### config.mk
export PLATFORM = sky130hd
export DESIGN_NAME = fma_sign_resolve
export DESIGN_NICKNAME = d
export VERILOG_FILES = /design/src/rtl/fma_pkg.sv /design/src/rtl/fma_cond_negate.sv /design/src/rtl/fma_sign_resolve.sv
export SDC_FILE = /design/constraint.sdc
export NUM_CORES = 1
export LEC_CHECK = 0
export CAP_MARGIN = 20
export CORE_MARGIN = 5
export CORE_UTILIZATION = 60
export CTS_CLUSTER_SIZE = 20
export DETAILED_ROUTE_END_ITERATION = 7
export HOLD_SLACK_MARGIN = 0.15
export PLACE_DENSITY = 0.88
export SYNTH_ARGS = -nofsm -noshare
export SYNTH_HDL_FRONTEND = slang
export SYNTH_SLANG_ARGS = --single-unit
### constraint.sdc
create_clock -name clk -period 11.8 [get_ports clk]
set_input_delay 2.95 -clock clk [delete_from_list [all_inputs] [get_ports clk]]
set_output_delay 2.95 -clock clk [all_outputs]
set_load 0.05 [all_outputs]
### src/rtl/fma_pkg.sv
// Shared constants for the FMA datapath: sign-code encodings and the default sum width.
package fma_pkg;

  // two_en encodings: bit0 = sign_P, bit1 = sign_C
  localparam logic [1:0] TWO_PP = 2'b00;  // +P +C
  localparam logic [1:0] TWO_NP = 2'b01;  // -P +C
  localparam logic [1:0] TWO_PN = 2'b10;  // +P -C
  localparam logic [1:0] TWO_NN = 2'b11;  // -P -C

  // Width of the product and aligned-addend magnitudes
  localparam int unsigned FMA_SUM_W = 74;

endpackage

### src/rtl/fma_cond_negate.sv
// Conditional two's-complement negation: y = neg ? -a : a.
module fma_cond_negate #(
  parameter int unsigned N = 8
) (
  input  logic         neg,
  input  logic [N-1:0] a,
  output logic [N-1:0] y
);

  // Invert-and-increment only when negation is requested
  always_comb begin
    y = a;
    if (neg) begin
      y = (~a) + {{(N-1){1'b0}}, 1'b1};
    end
  end

endmodule

### src/rtl/fma_sign_resolve.sv
// Two-stage sign-resolution stage of the FMA datapath. Stage 1 forms the signed sum of the
// conditionally negated product and addend; stage 2 converts it back to sign-magnitude with a
// zero flag. Valid/ready handshaking on both sides, full throughput, outputs registered.
module fma_sign_resolve
  import fma_pkg::*;
#(
  parameter int unsigned W = FMA_SUM_W
) (
  input  logic         clk,
  input  logic         rst,
  input  logic         in_valid,
  output logic         in_ready,
  input  logic [1:0]   two_en,
  input  logic [W-1:0] mag_p,
  input  logic [W-1:0] mag_c,
  output logic         out_valid,
  input  logic         out_ready,
  output logic [W:0]   sum_mag,
  output logic         sum_sign,
  output logic         sum_zero
);

  // ---------------------------------------------------------------------------
  // Sign-code decode
  // ---------------------------------------------------------------------------
  logic neg_p, neg_c, eff_sub, both_neg;

  // Only an effective subtraction negates an operand; ++ and -- add magnitudes
  always_comb begin
    neg_p    = 1'b0;
    neg_c    = 1'b0;
    eff_sub  = 1'b0;
    both_neg = 1'b0;
    unique case (two_en)
      TWO_PP: ;
      TWO_NP: begin
        neg_p   = 1'b1;
        eff_sub = 1'b1;
      end
      TWO_PN: begin
        neg_c   = 1'b1;
        eff_sub = 1'b1;
      end
      TWO_NN: begin
        neg_p    = 1'b1;
        neg_c    = 1'b1;
        both_neg = 1'b1;
      end
      default: ;
    endcase
  end

  // ---------------------------------------------------------------------------
  // Handshake
  // ---------------------------------------------------------------------------
  logic s1_valid_q, s1_valid_d;
  logic out_valid_q, out_valid_d;
  logic s2_adv, s1_adv, accept;

  // Stage 2 can take a beat when empty or when its beat leaves this cycle
  always_comb begin
    s2_adv   = !out_valid_q || out_ready;
    s1_adv   = s1_valid_q && s2_adv;
    in_ready = !s1_valid_q || s2_adv;
    accept   = in_valid && in_ready;
  end

  // ---------------------------------------------------------------------------
  // Stage 1: signed sum in W+2 bits
  // ---------------------------------------------------------------------------
  logic [W+1:0] op_p_ext, op_c_ext;
  logic [W+1:0] op_p_sgn, op_c_sgn;
  logic [W+1:0] s1_sum_q, s1_sum_d;
  logic         s1_both_neg_q, s1_both_neg_d;

  // Zero-extend so the sign bit is free and P+C cannot overflow
  always_comb begin
    op_p_ext = {2'b00, mag_p};
    op_c_ext = {2'b00, mag_c};
  end

  fma_cond_negate #(
    .N (W + 2)
  ) u_neg_p (
    .neg (neg_p && eff_sub),
    .a   (op_p_ext),
    .y   (op_p_sgn)
  );

  fma_cond_negate #(
    .N (W + 2)
  ) u_neg_c (
    .neg (neg_c && eff_sub),
    .a   (op_c_ext),
    .y   (op_c_sgn)
  );

  // Stage 1 next state: load on accept, drain on advance, otherwise hold
  always_comb begin
    s1_valid_d    = s1_valid_q;
    s1_sum_d      = s1_sum_q;
    s1_both_neg_d = s1_both_neg_q;
    if (accept) begin
      s1_valid_d    = 1'b1;
      s1_sum_d      = op_p_sgn + op_c_sgn;
      s1_both_neg_d = both_neg;
    end else if (s1_adv) begin
      s1_valid_d = 1'b0;
    end
  end

  // Stage 1 registers
  always_ff @(posedge clk) begin
    if (rst) begin
      s1_valid_q    <= 1'b0;
      s1_sum_q      <= '0;
      s1_both_neg_q <= 1'b0;
    end else begin
      s1_valid_q    <= s1_valid_d;
      s1_sum_q      <= s1_sum_d;
      s1_both_neg_q <= s1_both_neg_d;
    end
  end

  // ---------------------------------------------------------------------------
  // Stage 2: back to sign-magnitude
  // ---------------------------------------------------------------------------
  logic         s1_neg;
  logic [W:0]   s1_mag;
  logic [W:0]   sum_mag_q, sum_mag_d;
  logic         sum_sign_q, sum_sign_d;
  logic         sum_zero_q, sum_zero_d;

  always_comb begin
    s1_neg = s1_sum_q[W+1];
  end

  // |sum| < 2^W whenever the sum is negative, so W+1 bits suffice for the magnitude
  fma_cond_negate #(
    .N (W + 1)
  ) u_neg_mag (
    .neg (s1_neg),
    .a   (s1_sum_q[W:0]),
    .y   (s1_mag)
  );

  // Exact zero takes -0 only for the -P-C code, +0 otherwise
  always_comb begin
    out_valid_d = out_valid_q;
    sum_mag_d   = sum_mag_q;
    sum_sign_d  = sum_sign_q;
    sum_zero_d  = sum_zero_q;
    if (s1_adv) begin
      out_valid_d = 1'b1;
      sum_mag_d   = s1_mag;
      sum_zero_d  = (s1_mag == '0);
      sum_sign_d  = (s1_mag == '0) ? s1_both_neg_q : (s1_both_neg_q || s1_neg);
    end else if (out_ready) begin
      out_valid_d = 1'b0;
    end
  end

  // Output registers
  always_ff @(posedge clk) begin
    if (rst) begin
      out_valid_q <= 1'b0;
      sum_mag_q   <= '0;
      sum_sign_q  <= 1'b0;
      sum_zero_q  <= 1'b1;
    end else begin
      out_valid_q <= out_valid_d;
      sum_mag_q   <= sum_mag_d;
      sum_sign_q  <= sum_sign_d;
      sum_zero_q  <= sum_zero_d;
    end
  end

  always_comb begin
    out_valid = out_valid_q;
    sum_mag   = sum_mag_q;
    sum_sign  = sum_sign_q;
    sum_zero  = sum_zero_q;
  end

endmodule

==> results.json <==
{
  "status": "finished, final reports clean",
  "final_nets": 2447,
  "root_buffer": "clkbuf_16",
  "via_per_inst": 6.25,
  "dieArea_mm2": 0.0283,
  "crit_path_end_kind": "flip-flop",
  "clockBufferDepth": 2,
  "cts_tree": "yes",
  "firstDrtPassIters": 5,
  "final_area_mm2": 0.0179,
  "drc": 0,
  "power_frac_seq_pct": 28.5,
  "maxSlewViolCount": 0,
  "r2r_start": "s1_sum_q[29]",
  "grt_pass1_wl_um": 74000,
  "cts_hold_buf": 0,
  "num_antenna_cells": 0,
  "fin_hold_ws_ns": 0.486,
  "route.vias.total": 16000,
  "hold_path_class": "flip-flop to flip-flop",
  "finalSetupViolations": 0,
  "use_met3_pct": 3.52,
  "fp.dieW_um": 168,
  "wirelength_um": 45900,
  "cts_made_buffers": 17,
  "avgSynthCellArea_um2": 7.25,
  "use_met1_pct": 47.8,
  "maxCapViolCount": 0,
  "comb_power_share_pct": 50.2,
  "nFillCells": 2023,
  "ys.flop_type": "dfxtp_1",
  "rsz0062_at_grt": "false",
  "critPathKind": "input port to flip-flop",
  "post_cts_buffers": 0,
  "layout_setup_ws_ns": 2.89,
  "track_usage_pct": 30.8,
  "htree_levels": 4,
  "drt-initial-drc-count": 1627,
  "ios": 233,
  "antenna_found_initial": 0,
  "yosys_warnings": 0,
  "core_area_mm2": 0.0249,
  "syn_area_mm2": 0.0150,
  "whs_path_depth": 2,
  "holdPathEnd": "s1_sum_q[53]",
  "min_period_ns": 8.91,
  "gr-max-usage-layer": "met1",
  "antenna_left": 0,
  "slew_headroom_pct": 33.8,
  "multi_input_area_mm2": 0.0113,
  "place_ws_ns": 2.57,
  "synth.distinct_cells": 79,
  "crit_path_top_delay_cell": "nor4_1",
  "start_util_pct": 60.3,
  "final_cell_mix": "238 x nand2_1, 231 x clkdlybuf4s50_1, 217 x nor2_1",
  "skew_ns": 0.00891,
  "numPortBuffers": 232,
  "placed_area_mm2": 0.0174,
  "gp_congestion": 1.00,
  "syn2layout_area_growth_pct": 19.4,
  "drive_gt1_share_pct": 3.82,
  "min_from": "s1_sum_q[53]",
  "row_count": 58,
  "hpwl_um": 36700,
  "synth-seq-cells": 156,
  "tightest_slew_ns": 0.992,
  "leakagePower_nw": 6.88,
  "required_ns": 12.08,
  "fin_setup_tns_ns": 0,
  "power.density_mw_per_mm2": 132,
  "reg2reg_slack_ns": 7.87,
  "ctsResizeCount": 0,
  "start_kind": "input port",
  "internal_power_w": 0.00134,
  "p_sw_share_pct": 43.6,
  "hold_viol_final": 0,
  "layout.area.seq_mm2": 0.00312,
  "r2r_end": "sum_sign",
  "synth-async-reset-ratio_pct": 0,
  "wl_per_cell_um": 17.9,
  "clk_pin_slew_worst_paths_ns": 0.07,
  "fin_crit_sh_pct": 75.5,
  "worst_path_largest_cell_delay_ns": 0.63,
  "seq_area_frac_synth_pct": 20.8,
  "grt_max_degree": 105,
  "ir_worst_vdd_uv": 128,
  "final_common_cell": "nand2_1",
  "power.switching_w": 0.00104,
  "crit_chain": "clkdlybuf4s50_1 > or4_1 > nor4_1 > nand2_1 > nor4_1 > nand2_1 > o41ai_1 > xnor2_1 > ha_1 > and3_1 > and2_1 > a221oi_1 > o21ai_0 > a211oi_1 > a21oi_1 > o21ai_0 > o41ai_1 > nand4_1 > mux2i_1 > a211oi_1",
  "overflow": 0,
  "cts.sinks": 156,
  "crit_arrival_ns": 9.18,
  "grt_pass1_vias": 14400,
  "syn-num-nets": 2305,
  "die_h_um": 168,
  "clockPowerShare_pct": 21.3,
  "netlist_instances": 2072,
  "synth_edf_count": 0,
  "max_freq_mhz": 112,
  "reg2reg_depth": 11,
  "clock_latency_ns": 0.43,
  "critPathMaxFanout": 8,
  "grt_use_met2_pct": 45.6
}
routing by layer:
metal	part of all wire [%]	vias up
met4	1.7	0
met2	42	804
li1	-	7803
met1	48	7319
met5	0	-
met3	8.7	54
cell type report:
cell class                      instances  share of cell area (%)
Multi-Input combinational cell       1764                    63.2
Clock buffer                           18                    2.45
Inverter                               34                   0.712
Tap cell                              330                    2.30
Sequential cell                       156                    17.4
Clock inverter                         14                   0.628
Timing Repair Buffer                  241                    13.3
power by group through the flow:
stage	Clock, W	Combinational, W	Sequential (W)
floorplan	0	0.000770	0.000727
global placement	0	0.00114	0.000678
detailed placement	0	0.00116	0.000683
CTS	0.000509	0.00117	0.000672
global route	0.000528	0.00129	0.000685
finish	0.000506	0.00119	0.000676
worst max path at each step:
stage / start / endpoint / slack, ns / cells past startpoint
2_1_floorplan: mag_p[3] / s1_sum_q[75] / 3.90 / 21
3_3_place_gp: mag_c[13] / s1_sum_q[75] / 2.64 / 20
3_5_place_dp: mag_c[13] / s1_sum_q[75] / 2.57 / 20
4_1_cts: mag_c[13] / s1_sum_q[75] / 2.97 / 20
5_1_grt: mag_c[13] / s1_sum_q[75] / 2.43 / 20
6_report: mag_c[13] / s1_sum_q[75] / 2.89 / 20
cells by family (layout without fill, tap and decap cells):
family / Yosys count / count (layout) / share of synthesized area, %
multiplexers: 11 / 11 / 0.733
buffers and inverters: 152 / 307 / 3.92
XOR/XNOR: 278 / 278 / 16.2
AO/OA/AOI/OAI: 615 / 615 / 26.1
flip-flops: 156 / 156 / 20.8
adder cells (fa/ha/maj): 79 / 79 / 6.63
AND/OR/NAND/NOR: 781 / 781 / 25.6
worst max-delay path: cells and delay by family:
family / cells / cell delay [ns]
AOI/OAI and AO/OA: 8 / 2.29
xor gates and xnor gates: 1 / 0.12
adders and majority gates: 1 / 0.40
buffers and inverters: 1 / 0.47
muxes: 1 / 0.22
and+or+nand+nor: 8 / 2.72
cell usage after synthesis (all sizes together), types with 28 or more instances:
master	number	area, um2
nand2	239	897
nor2	217	815
a21oi	195	976
dfxtp	156	3120
xor2	148	1300
xnor2	130	1140
o21ai	116	581
clkbuf	107	402
a211oi	88	661
ha	78	976
nor3	58	290
a21o	55	413
o31ai	47	358
nand4	44	275
inv	34	128
or3	31	194
nand3	28	150
nor4	28	211
per-stage QoR:
step / util [%] / cells / total power, W
after floorplan: - / 2072 / 0.00150
after global placement: 69.8 / 2525 / 0.00182
after detailed placement: 69.8 / 2525 / 0.00184
after CTS: 72.0 / 2557 / 0.00235
after global routing: 72.0 / 2557 / 0.00250
final: 72.0 / 2557 / 0.00237
flip-flops by register name (all words and copies together) (netlist names):
register and count:
out_valid 1, s1_both_neg_q 1, s1_sum_q 76, s1_valid_q 1, sum_mag 75, sum_sign 1, sum_zero 1
(Power assumes the default switching activity.)
